==> src/rtl/cache_perf_monitor.sv <==
// Cache performance monitor: per-channel access/miss/stall/max-latency counters,
// global cycle and retire counters, RUN/FROZEN halt tracking and registered readout.
module cache_perf_monitor #(
   parameter int unsigned NUM_CH = 2,
   parameter int unsigned CNT_W  = 32,
   parameter int unsigned LAT_W  = 16,
   localparam int unsigned CH_W  = (NUM_CH > 1) ? $clog2(NUM_CH) : 1
) (
   input  logic              clk,
   input  logic              rst_n,
   input  logic              en,
   input  logic              clr,
   input  logic              hlt,
   input  logic              retire,
   input  logic [NUM_CH-1:0] req,
   input  logic [NUM_CH-1:0] hit,
   input  logic [CH_W-1:0]   rd_ch,
   input  logic [1:0]        rd_field,
   output logic [CNT_W-1:0]  rd_data,
   output logic [CNT_W-1:0]  cycles,
   output logic [CNT_W-1:0]  retired,
   output logic              frozen,
   output logic              ovf
);

   typedef enum logic {G_RUN, G_FROZEN} g_state_e;
   typedef enum logic {CH_IDLE, CH_MISS} ch_state_e;

   g_state_e         g_q, g_d;
   logic [CNT_W-1:0] cyc_q, cyc_d;
   logic [CNT_W-1:0] ret_q, ret_d;
   logic [CNT_W-1:0] rd_q, rd_d;
   logic             ovf_q, ovf_d;

   ch_state_e        st_q    [NUM_CH];
   ch_state_e        st_d    [NUM_CH];
   logic [CNT_W-1:0] acc_q   [NUM_CH];
   logic [CNT_W-1:0] acc_d   [NUM_CH];
   logic [CNT_W-1:0] miss_q  [NUM_CH];
   logic [CNT_W-1:0] miss_d  [NUM_CH];
   logic [CNT_W-1:0] stall_q [NUM_CH];
   logic [CNT_W-1:0] stall_d [NUM_CH];
   logic [LAT_W-1:0] lat_q   [NUM_CH];
   logic [LAT_W-1:0] lat_d   [NUM_CH];
   logic [LAT_W-1:0] max_q   [NUM_CH];
   logic [LAT_W-1:0] max_d   [NUM_CH];

   logic             count_en;
   logic             inc_ov;

   // Saturating increment; MSB of the result flags an attempt at all-ones.
   function automatic logic [CNT_W:0] sat_inc(input logic [CNT_W-1:0] v);
      sat_inc = (&v) ? {1'b1, v} : {1'b0, v + CNT_W'(1)};
   endfunction

   // Next-state: global FSM, channel FSMs, counters and readout mux.
   always_comb begin
      g_d      = g_q;
      cyc_d    = cyc_q;
      ret_d    = ret_q;
      ovf_d    = ovf_q;
      rd_d     = '0;
      inc_ov   = 1'b0;
      count_en = en && (g_q == G_RUN);
      for (int c = 0; c < NUM_CH; c++) begin
         st_d[c]    = st_q[c];
         acc_d[c]   = acc_q[c];
         miss_d[c]  = miss_q[c];
         stall_d[c] = stall_q[c];
         lat_d[c]   = lat_q[c];
         max_d[c]   = max_q[c];
      end

      // Readout always samples pre-update values; unmatched channel yields zero.
      for (int c = 0; c < NUM_CH; c++) begin
         if (rd_ch == CH_W'(c)) begin
            case (rd_field)
               2'd0:    rd_d = acc_q[c];
               2'd1:    rd_d = miss_q[c];
               2'd2:    rd_d = stall_q[c];
               default: rd_d = CNT_W'(max_q[c]);
            endcase
         end
      end

      if (clr) begin
         g_d   = G_RUN;
         cyc_d = '0;
         ret_d = '0;
         ovf_d = 1'b0;
         for (int c = 0; c < NUM_CH; c++) begin
            st_d[c]    = CH_IDLE;
            acc_d[c]   = '0;
            miss_d[c]  = '0;
            stall_d[c] = '0;
            lat_d[c]   = '0;
            max_d[c]   = '0;
         end
      end else if (count_en) begin
         if (hlt) g_d = G_FROZEN;
         {inc_ov, cyc_d} = sat_inc(cyc_q);
         ovf_d = ovf_d | inc_ov;
         if (retire) begin
            {inc_ov, ret_d} = sat_inc(ret_q);
            ovf_d = ovf_d | inc_ov;
         end
         for (int c = 0; c < NUM_CH; c++) begin
            case (st_q[c])
               CH_IDLE: begin
                  if (req[c]) begin
                     {inc_ov, acc_d[c]} = sat_inc(acc_q[c]);
                     ovf_d = ovf_d | inc_ov;
                     if (!hit[c]) begin
                        {inc_ov, miss_d[c]} = sat_inc(miss_q[c]);
                        ovf_d = ovf_d | inc_ov;
                        {inc_ov, stall_d[c]} = sat_inc(stall_q[c]);
                        ovf_d = ovf_d | inc_ov;
                        lat_d[c] = LAT_W'(1);
                        st_d[c]  = CH_MISS;
                     end
                  end
               end
               default: begin
                  if (req[c] && !hit[c]) begin
                     {inc_ov, stall_d[c]} = sat_inc(stall_q[c]);
                     ovf_d = ovf_d | inc_ov;
                     if (!(&lat_q[c])) lat_d[c] = lat_q[c] + LAT_W'(1);
                  end else begin
                     // A fill records latency; an abort (req dropped) does not.
                     if (req[c] && (lat_q[c] > max_q[c])) max_d[c] = lat_q[c];
                     lat_d[c] = '0;
                     st_d[c]  = CH_IDLE;
                  end
               end
            endcase
         end
      end
   end

   // State registers.
   always_ff @(posedge clk or negedge rst_n) begin
      if (!rst_n) begin
         g_q   <= G_RUN;
         cyc_q <= '0;
         ret_q <= '0;
         rd_q  <= '0;
         ovf_q <= 1'b0;
         for (int c = 0; c < NUM_CH; c++) begin
            st_q[c]    <= CH_IDLE;
            acc_q[c]   <= '0;
            miss_q[c]  <= '0;
            stall_q[c] <= '0;
            lat_q[c]   <= '0;
            max_q[c]   <= '0;
         end
      end else begin
         g_q   <= g_d;
         cyc_q <= cyc_d;
         ret_q <= ret_d;
         rd_q  <= rd_d;
         ovf_q <= ovf_d;
         for (int c = 0; c < NUM_CH; c++) begin
            st_q[c]    <= st_d[c];
            acc_q[c]   <= acc_d[c];
            miss_q[c]  <= miss_d[c];
            stall_q[c] <= stall_d[c];
            lat_q[c]   <= lat_d[c];
            max_q[c]   <= max_d[c];
         end
      end
   end

   assign rd_data = rd_q;
   assign cycles  = cyc_q;
   assign retired = ret_q;
   assign ovf     = ovf_q;
   assign frozen  = (g_q == G_FROZEN);

endmodule
==> config.mk <==
export PLATFORM = sky130hd
export DESIGN_NAME = cache_perf_monitor
export DESIGN_NICKNAME = d
export VERILOG_FILES = /design/src/rtl/cache_perf_monitor.sv
export SDC_FILE = /design/constraint.sdc
export NUM_CORES = 1
export LEC_CHECK = 0
export CAP_MARGIN = 25
export CORE_ASPECT_RATIO = 0.5
export CORE_UTILIZATION = 61
export DETAILED_ROUTE_END_ITERATION = 8
export PLACE_DENSITY_LB_ADDON = 0.05
export REMOVE_ABC_BUFFERS = 1
export SETUP_SLACK_MARGIN = 0.3
export SLEW_MARGIN = 20
export SYNTH_ARGS = -nofsm -noshare
export SYNTH_HDL_FRONTEND = slang
export SYNTH_SLANG_ARGS = --single-unit
export TNS_END_PERCENT = 100
==> constraint.sdc <==
create_clock -name clk -period 3.22 [get_ports clk]
set_input_delay 0.483 -clock clk [delete_from_list [all_inputs] [get_ports clk]]
set_output_delay 0.483 -clock clk [all_outputs]
set_load 0.05 [all_outputs]
== Word level (Yosys, flattened, before mapping) ==
Cells that the tools add are included.

* Register bits after elaboration: 356
* Input bits: 13
* Output and inout bits: 98
* Word-level logic and storage cells: 190

* $add $sub $neg: 10
* Magnitude comparators: 2
* Equality and inequality tests: 20
* Mux-type cells: 88
* Bitwise logic cells: 11
* Reductions and logical operators: 42

{| class="wikitable"
|+ Operators with widths
! cell !! count
|-
| two-way mux 32 bit || 28
|-
| two-way mux 64 bit || 6
|-
| two-way mux 33 bit || 8
|-
| adder 32 x 1 -> 32 bit (second input constant) || 8
|-
| two-way mux 16 bit || 16
|-
| AND reduction 32 bit || 8
|-
| one-hot mux 32 bit (3 select lines) || 2
|-
| adder 16 x 1 -> 16 bit (second input constant) || 2
|-
| greater-than comparator 16 bit || 2
|-
| AND reduction 16 bit || 2
|-
| AND reduction 4 bit || 8
|-
| two-way mux 1 bit || 26
|-
| inequality test 2 bit (second input constant) || 12
|-
| nonzero test 2 bit || 9
|-
| inequality test 3 x 2 -> 1 bit (second input constant) || 4
|-
| OR 1 bit || 10
|-
| AND reduction 5 bit || 2
|-
| inequality test 4 bit (second input constant) || 2
|-
| nonzero test 3 bit || 2
|-
| logical AND 1 bit || 5
|-
| two-way mux 2 bit || 2
|-
| AND reduction 2 bit || 2
|-
| AND reduction 3 bit || 1
|-
| == test 2 x 1 -> 1 bit (second input constant) || 1
|-
| 4 further kinds || 5
|}

== Logic depth before layout (Yosys ltp) ==
Gate-level depths: netlist (run 1).

* Depth after elaboration: 23
* Depth in mapped cells: 10
* Mapped depth without buffers: 8

== Least setup slack after synthesis (run 1) ==
OpenSTA, ideal clock, no wires.

* Path type: register -> register
* From: register cyc_q[3] (netlist: cycles[3])
* To: register cyc_q[23] (netlist: cycles[23])
* Library setup time: 0.125 ns
* Arrival: 2.464 ns
* Required time: 3.095 ns
* Path slack: 0.631 ns
* Cell stages (with the launch flop): 7
* Path buffers: 0
* Period minus slack after synthesis: 2.589 ns
* Cell sequence: dfrtp_1 > nand4_2 > or4_4 > a311o_4 > nor2_8 > nand4_2 > mux2_4

* Longest elaborated chain between the ends: 4
* Elaborated cells on any way between the ends: 7
* Classes of those cells: add/sub: 1; eq/ne: 1; mux: 3; reduce/logical: 2

{| class="wikitable"
|+ RTL lines
! item !! line !! RTL
|-
| from (decl) || 30 || <nowiki>logic [CNT_W-1:0] cyc_q, cyc_d;</nowiki>
|-
| from (signal assigned) || 158 || <nowiki>cyc_q <= cyc_d;</nowiki>
|-
| adder 32 x 1 -> 32 bit || 53 || <nowiki>sat_inc = (&v) ? {1'b1, v} : {1'b0, v + CNT_W'(1)};</nowiki>
|-
| two-way mux 33 bit || 53 ||
|-
| two-way mux 32 bit || 99 || <nowiki>end else if (count_en) begin</nowiki>
|-
| two-way mux 32 bit || 86 || <nowiki>if (clr) begin</nowiki>
|}

Parallel ways exist; a longest one is shown, timed or not. The select of a mux whose other input is x is not followed.
A chain may end at the register's enable or synchronous reset.

== Worst setup path in the final report (run 1) ==
* From: register stall_q[4] (netlist name)
* To: register stall_q[22] (netlist name)

* Longest elaborated chain between the ends: 7
* Elaborated cells on any way between the ends: 9
* Classes of those cells: add/sub: 1; mux: 7; reduce/logical: 1

{| class="wikitable"
|+ RTL lines
! item !! line !! RTL
|-
| from (decl) || 41 || <nowiki>logic [CNT_W-1:0] stall_q [NUM_CH];</nowiki>
|-
| from (signal, indexed assignment) || 166 || <nowiki>stall_q[c] <= stall_d[c];</nowiki>
|-
| adder 32 x 1 -> 32 bit / AND reduction 32 bit (equally long branches) || 53 ||
|-
| two-way mux 33 bit * || 53 ||
|-
| two-way mux 32 bit || 113 || <nowiki>if (!hit[c]) begin</nowiki>
|-
| two-way mux 32 bit || 110 || <nowiki>if (req[c]) begin</nowiki>
|-
| two-way mux 32 bit * || 108 || <nowiki>case (st_q[c])</nowiki>
|-
| two-way mux 64 bit * || 99 ||
|-
| two-way mux 64 bit * || 86 ||
|}

Every way passes the cells marked *; elsewhere a longest branch is shown, timed or not. The select of a mux whose other input is x is not followed.

==> flow_metrics.py, run 1 <==
metrics = {
    "clock_tree": {
        "cts.sinks": 356,
        "h-tree-depth": 2,
        "numCtsBuffers": 34,
        "path_clk_slew_ns": 0.07,
        "clkLatencyLatePin_ns": 0.53,
        "cts-root-buf": "clkbuf_16",
        "cts_buffer_depth": 3,
        "cts_tree": "done",
    },
    "timing": {
        "setup_slack_ns": 0.525,
        "setup_viol": 0,
        "slew_headroom": 0.479,
        "fmax_ghz": 0.371,
        "layout_min_cycle_time_ns": 2.69,
        "fin_crit_sh": 0.837,
        "fin_skew_ns": 0.0135,
        "hold_viol": 0,
        "slew_violations": 0,
        "tns_ns": 0,
        "rsz0062_at_grt": "no",
        "tightest_slew_ns": 0.779,
    },
    "synth": {
        "ys_ff_latch": 356,
        "synth_edf_count": 0,
        "syn_area_sq_mm": 0.0213,
        "ys_top_cells_by_area": "dfrtp_1 (42%), nor2_1 (5.2%), xnor2_1 (4.4%)",
        "yosys.area.top_type": "dfrtp_1",
        "synth_area_per_cell_sq_um": 9.09,
        "ys_warn_count": 0,
        "ys_seq_area_frac": 0.418,
        "synth_common_cells": "dfrtp_1 (356), nor2_1 (296), nand2_1 (174), a21oi_1 (134), nand4_1 (116)",
        "synth.top_cell.area_share": 0.418,
        "synth.distinct_cells": 78,
        "synthMostInstantiatedCell": "dfrtp_1",
        "syn-instance-count": 2344,
        "ys.flop_type": "dfrtp_1",
        "async_flop_share": 1.00,
    },
    "place": {
        "io_buffers": 110,
        "dpl.hpwl_mm": 41.5,
        "gp_congestion": 0.911,
        "place_area_sq_mm": 0.0231,
        "dp_cells": 2854,
        "pre_cts_ws_ns": 0.0631,
    },
    "power_and_ir_drop": {
        "p_leak_uw": 0.00965,
        "p_per_area_mw_per_mm2": 388,
        "internal-power_uw": 7150,
        "pwr-share-clk": 0.452,
        "p_sw_uw": 2260,
        "p_sw_frac": 0.240,
        "pwr-share-seq": 0.481,
        "ir_drop_uv": 330,
        "pwr-share-comb": 0.066,
    },
    "layout": {
        "fin_area_sq_mm": 0.0243,
        "syn2layout_area_growth_pct": 13.9,
        "layout.nets": 2481,
        "fin_cells": 2914,
        "drive_above_1_share": 0.0923,
    },
    "setup_path": {
        "critPathTopFamily": "simple AND/OR/NAND/NOR gates",
        "cpPeakStageDelay_ns": 0.50,
        "crit_buf_inv": 2,
        "cp.arrival_ns": 3.15,
        "crit_top_cell": "buf_4",
        "slowest_stage": "dfrtp_1",
        "worstSetupPathType": "reg2reg",
        "crit_path_end_kind": "flip-flop",
        "cp_cell_sequence": "nand4_1 -> nor4_4 -> nor4bb_4 -> buf_4 -> nor3_1 -> buf_4 -> a31o_2 -> a21oi_1",
        "worstSetupStartpointType": "flip-flop",
        "critPathRequiredTime_ns": 3.67,
        "path_max_fanout": 24,
    },
    "detailed_routing": {
        "wl_per_cell_microns": 20.2,
        "detail-route-antenna-nets": 0,
        "vias_per_cell": 6.46,
        "drt-pass1-iter-count": 5,
        "top_layer_used": "met4",
        "wl_met3_mm": 5.66,
        "route.met2.wl_mm": 25.2,
        "wl_mm": 59.0,
        "met1_length_mm": 26.7,
        "vias": 18800,
        "drtIter0Drc": 1923,
        "drc": 0,
    },
    "floorplanning": {
        "dieArea_sq_mm": 0.0357,
        "die_y_microns": 134,
        "die_width_microns": 266,
        "start_util": 0.632,
        "row_count": 47,
        "io_pins": 111,
        "core_region_area_sq_mm": 0.0337,
    },
    "grt": {
        "grt_overflow": 0,
        "grt_use_total": 0.336,
        "grt_max_degree": 106,
        "first_global_vias": 17600,
        "grt_pass1_wl_mm": 95.4,
        "antenna_found_initial": 1,
    },
    "worst_hold_path": {
        "hold_path_class": "in2reg",
    },
    "status": {
        "status": "finished clean",
    },
    "flow_run": {
        "drv_cap": 0,
    },
}
[metrics by stage]
step                hold slack [ns]  utilization  power [uW]
finish                        0.320        0.720        9420
global route                  0.329        0.720        9700
CTS                           0.317        0.720        9460
detailed placement            0.448        0.685        5240
global placement              0.444        0.685        5230
floorplan                     0.187            -        4840
[area by class of cell]
cell class	count	area [sq um]
Timing Repair Buffer	182	1720
Clock buffer	51	1010
Sequential cell	356	8910
Clock inverter	7	143
Fill cell	2641	9430
Inverter	86	323
Antenna cell	1	2.50
Multi-Input combinational cell	1766	11600
Tap cell	465	582
[worst register-to-register path: cells and delay by family, from the launching register on]
family                 cells  cell delay, ns
AOI/OAI and AO/OA          2            0.35
buffers and inverters      2            0.47
DFF                        1            0.50
and+or+nand+nor            4            1.30
[flip-flops by register name (all words and copies together) (netlist names)]
signal	cells
cycles	32
retired	32
stall_q	64
ovf	1
max_q	32
lat_q	32
miss_q	64
rd_data	32
frozen	1
acc_q	64
st_q	2
[cells in the final DEF, fill, tap and decap left out, types with 32 or more instances in the layout]
master           count
nor3_1              47
mux2i_1             50
inv_1               85
and3_1              37
nand3_1            107
mux4_2              32
a21oi_1            134
nand4_1            116
clkdlybuf4s50_1    105
a32oi_1             32
a211oi_1            32
xnor2_1            106
o21ai_0            103
xor2_1              70
nand2_1            174
nor2_1             296
nor4_1              69
dfrtp_1            356
buf_4               67
clkbuf_16           35
or3_1               62
ha_1                42
[power groups by stage]
stage / combinational, uW / clock, uW / sequential (uW)
floorplan: 165 / 0 / 4680
global placement: 615 / 0 / 4610
detailed placement: 620 / 0 / 4620
CTS: 622 / 4310 / 4530
global route: 678 / 4490 / 4530
finish: 624 / 4260 / 4530
[metal layers]
| layer | vias to the layer above | GRT usage |
|---|---|---|
| met4 | 0 | 0.0932 |
| met2 | 847 | 0.490 |
| met3 | 80 | 0.0701 |
| li1 | 8688 | - |
| met5 | - | 0 |
| met1 | 9209 | 0.505 |
[cell families (layout without fill, tap and decap cells)]
| kind of cell | after synthesis | after routing | share of synthesized area |
|---|---|---|---|
| buffers and inverters | 222 | 326 | 0.0401 |
| and+or+nand+nor | 1061 | 1061 | 0.261 |
| DFF | 356 | 356 | 0.418 |
| adders and majority gates | 42 | 42 | 0.0247 |
| muxes | 107 | 107 | 0.0709 |
| AOI/OAI and AO/OA | 380 | 380 | 0.112 |
| other | 0 | 1 | 0 |
| xor gates and xnor gates | 176 | 176 | 0.0724 |
[final timing paths]
check / end / start / depth (start not counted) / slack [ns]
max: stall_q[22] / stall_q[4] / 8 / 0.53
max in group asynchronous: lat_q[24] / rst_n / 3 / 1.95
min in group asynchronous: retired[15] / rst_n / 2 / 0.47
max reg2reg: stall_q[22] / stall_q[4] / 8 / 0.53
min: cycles[12] / clr / 2 / 0.32
min reg2reg: retired[29] / retired[29] / 2 / 0.57
[what timing repair did]
action                     4_1_cts  5_1_grt
hold endpoints to repair        49        0
setup endpoints to repair        2        3
buffers inserted                 0        0
pin swaps                        0        1
hold buffers                     1        0
gates resized for setup          1        1
Note: power is estimated with default switching activity, not from simulation.
==> run 2, diff against run 1 <==
clock period = 2.8 ns   (was 3.22 ns; I/O delays follow)
==> run 2 against run 1 <==
  * Cell count increased by 1.5%
  * Sequential share of layout area is 0.65 points lower
  * Wire length is 1.4% higher
  * Largest cell class unchanged
  * Clock power rose by 17%
  * Utilization up 1.3 points
  * Hold slack better by 0.017 ns
==> flow_metrics.py, run 2 (synthesis results as in run 1) <==
metrics = {
    "detailed_routing": {
        "drtIter0Drc": 1818,
        "wl_per_cell_microns": 20.2,
        "wl_met3_mm": 5.72,
        "drc": 0,
        "wl_mm": 59.8,
        "vias": 19100,
        "detail-route-antenna-nets": 0,
        "route.met2.wl_mm": 26.0,
        "drt-pass1-iter-count": 6,
        "met1_length_mm": 26.7,
        "vias_per_cell": 6.44,
        "top_layer_used": "met4",
    },
    "grt": {
        "grt_max_degree": 103,
        "grt_overflow": 0,
        "first_global_vias": 17600,
        "grt_use_total": 0.336,
        "antenna_found_initial": 0,
        "grt_pass1_wl_mm": 94.9,
    },
    "layout": {
        "final_cell_mix": "dfrtp_1 (355), nor2_1 (296), nand2_1 (174)",
        "antenna_cells": 0,
        "fin_area_sq_mm": 0.0247,
        "fin_cells": 2958,
        "reg_top3": "acc_q: 64 flops, miss_q: 64 flops, stall_q: 64 flops",
        "final_common_cell": "dfrtp_1",
        "syn2layout_area_growth_pct": 15.9,
        "drive_above_1_share": 0.114,
        "layout.nets": 2524,
    },
    "setup_path": {
        "startpoint": "miss_q[1]",
        "r2r-end": "miss_q[21]",
        "timing.rr.start": "miss_q[1]",
        "critPathRequiredTime_ns": 3.20,
        "path_max_fanout": 11,
        "cp.arrival_ns": 2.87,
        "crit_path_end_kind": "flip-flop",
        "critPathTopFamily": "simple AND/OR/NAND/NOR gates",
        "crit_end": "miss_q[21]",
        "crit_cells": 8,
        "cpPeakStageDelay_ns": 0.65,
        "crit_buf_inv": 1,
        "worstSetupPathType": "reg2reg",
        "cp_cell_sequence": "ha_1 -> and4_1 -> nand2_1 -> or4_1 -> nand4_1 -> buf_4 -> xor2_1 -> nor2_1",
        "worstSetupStartpointType": "flip-flop",
        "reg2reg_depth": 8,
        "slowest_stage": "or4_1",
        "rrSetupSlack_ns": 0.33,
    },
    "clock_tree": {
        "cts.sinks": 356,
        "cts-root-buf": "clkbuf_16",
        "path_clk_slew_ns": 0.07,
        "cts_buffer_depth": 3,
        "cts_tree": "done",
        "numCtsBuffers": 35,
        "h-tree-depth": 2,
        "clkLatencyLatePin_ns": 0.53,
    },
    "floorplanning": {
        "io_pins": 111,
        "start_util": 0.632,
        "die_y_microns": 134,
        "dieArea_sq_mm": 0.0357,
        "die_width_microns": 266,
        "core_region_area_sq_mm": 0.0337,
        "row_count": 47,
    },
    "power_and_ir_drop": {
        "p_per_area_mw_per_mm2": 443,
        "p_leak_uw": 0.00991,
        "ir_drop_uv": 324,
        "pwr-share-seq": 0.477,
        "finalPower_uw": 10900,
        "pwr-share-comb": 0.068,
        "internal-power_uw": 8270,
        "pwr-share-clk": 0.456,
        "p_sw_frac": 0.243,
        "p_sw_uw": 2660,
    },
    "timing": {
        "holdWs_ns": 0.337,
        "tns_ns": 0,
        "layout_min_cycle_time_ns": 2.47,
        "fin_crit_sh": 0.881,
        "tightest_slew_ns": 0.711,
        "fmax_ghz": 0.405,
        "slew_headroom": 0.526,
        "fin_skew_ns": 0.0116,
        "rsz0062_at_grt": "yes",
        "setup_viol": 0,
        "hold_viol": 0,
        "slew_violations": 0,
    },
    "status": {
        "status": "finished clean",
    },
    "worst_hold_path": {
        "hold_path_class": "in2reg",
        "min_path_cells": 3,
    },
    "place": {
        "io_buffers": 110,
        "dp_cells": 2889,
        "dpl.hpwl_mm": 41.9,
        "gp_congestion": 0.961,
        "place_area_sq_mm": 0.0234,
    },
    "flow_run": {
        "drv_cap": 0,
    },
}
[run 2: cell count changes in the layout (fill, tap and decap cells not counted), moves of 2 or more]
cell       before  now
buf_12          6    8
buf_4          67  106
bufinv_16       4    2
clkbuf_1        9    7
clkbuf_16      35   37
clkbuf_8        7   11
clkinv_2        1    4
inv_6           2    0
nand3_1       107  105
nand3_2         0    2
nor3_1         47   45
nor3_2          0    2
nor4_1         69   67
nor4_2          3    5
[run 2: cell type report]
type | count | area (sq um)
well taps | 465 | 582
clock inverters | 6 | 80.1
flip-flops and latches | 356 | 8910
repair buffers | 224 | 2060
inverters | 86 | 323
multi-input cells | 1766 | 11600
clock buffers | 55 | 1100
fillers | 2561 | 9000
[run 2: power by group through the flow]
stage / clock network (uW) / registers (uW) / logic [uW]
final: 4980 / 5210 / 739
after floorplan: 0 / 5380 / 190
after detailed placement: 0 / 5310 / 732
after CTS: 5020 / 5210 / 736
after global placement: 0 / 5310 / 727
after global routing: 5210 / 5210 / 799
[run 2: layer usage]
metal  vias to the layer above  global-route usage
met5                         -                   0
met4                         0              0.0852
met3                        87              0.0797
met2                       814               0.501
met1                      9387               0.495
li1                       8776                   -
[run 2: worst min-delay path by stage]
stage	start	endpoint	slack (ns)
final	clr	cycles[27]	0.34
after global routing	clr	cycles[27]	0.36
after CTS	clr	cycles[27]	0.33
after detailed placement	rst_n	retired[16]	0.41
after global placement	rst_n	retired[15]	0.41
after floorplan	rst_n	acc_q[0]	0.12
[run 2: worst register-to-register path, stage by stage (launching register included)]
cell     delay [ns]
dfrtp_1        0.43
ha_1           0.24
and4_1         0.29
nand2_1        0.14
or4_1          0.65
nand4_1        0.18
buf_4          0.20
xor2_1         0.16
nor2_1         0.06
[run 2: repair_timing]
action                                  CTS  global route
endpoints found under the setup margin   18            45
hold buffers                              1             0
hold endpoints to repair                 60             0
setup buffers                             1             6
pin swaps                                 1             5
gates resized for setup                   1            16
[run 2: metrics by stage]
stage                util  worst slack (ns)
global placement    0.694           -0.0738
floorplan               -             -1.02
global route        0.733             0.257
finish              0.733             0.333
detailed placement  0.694           -0.0987
CTS                 0.730             0.328
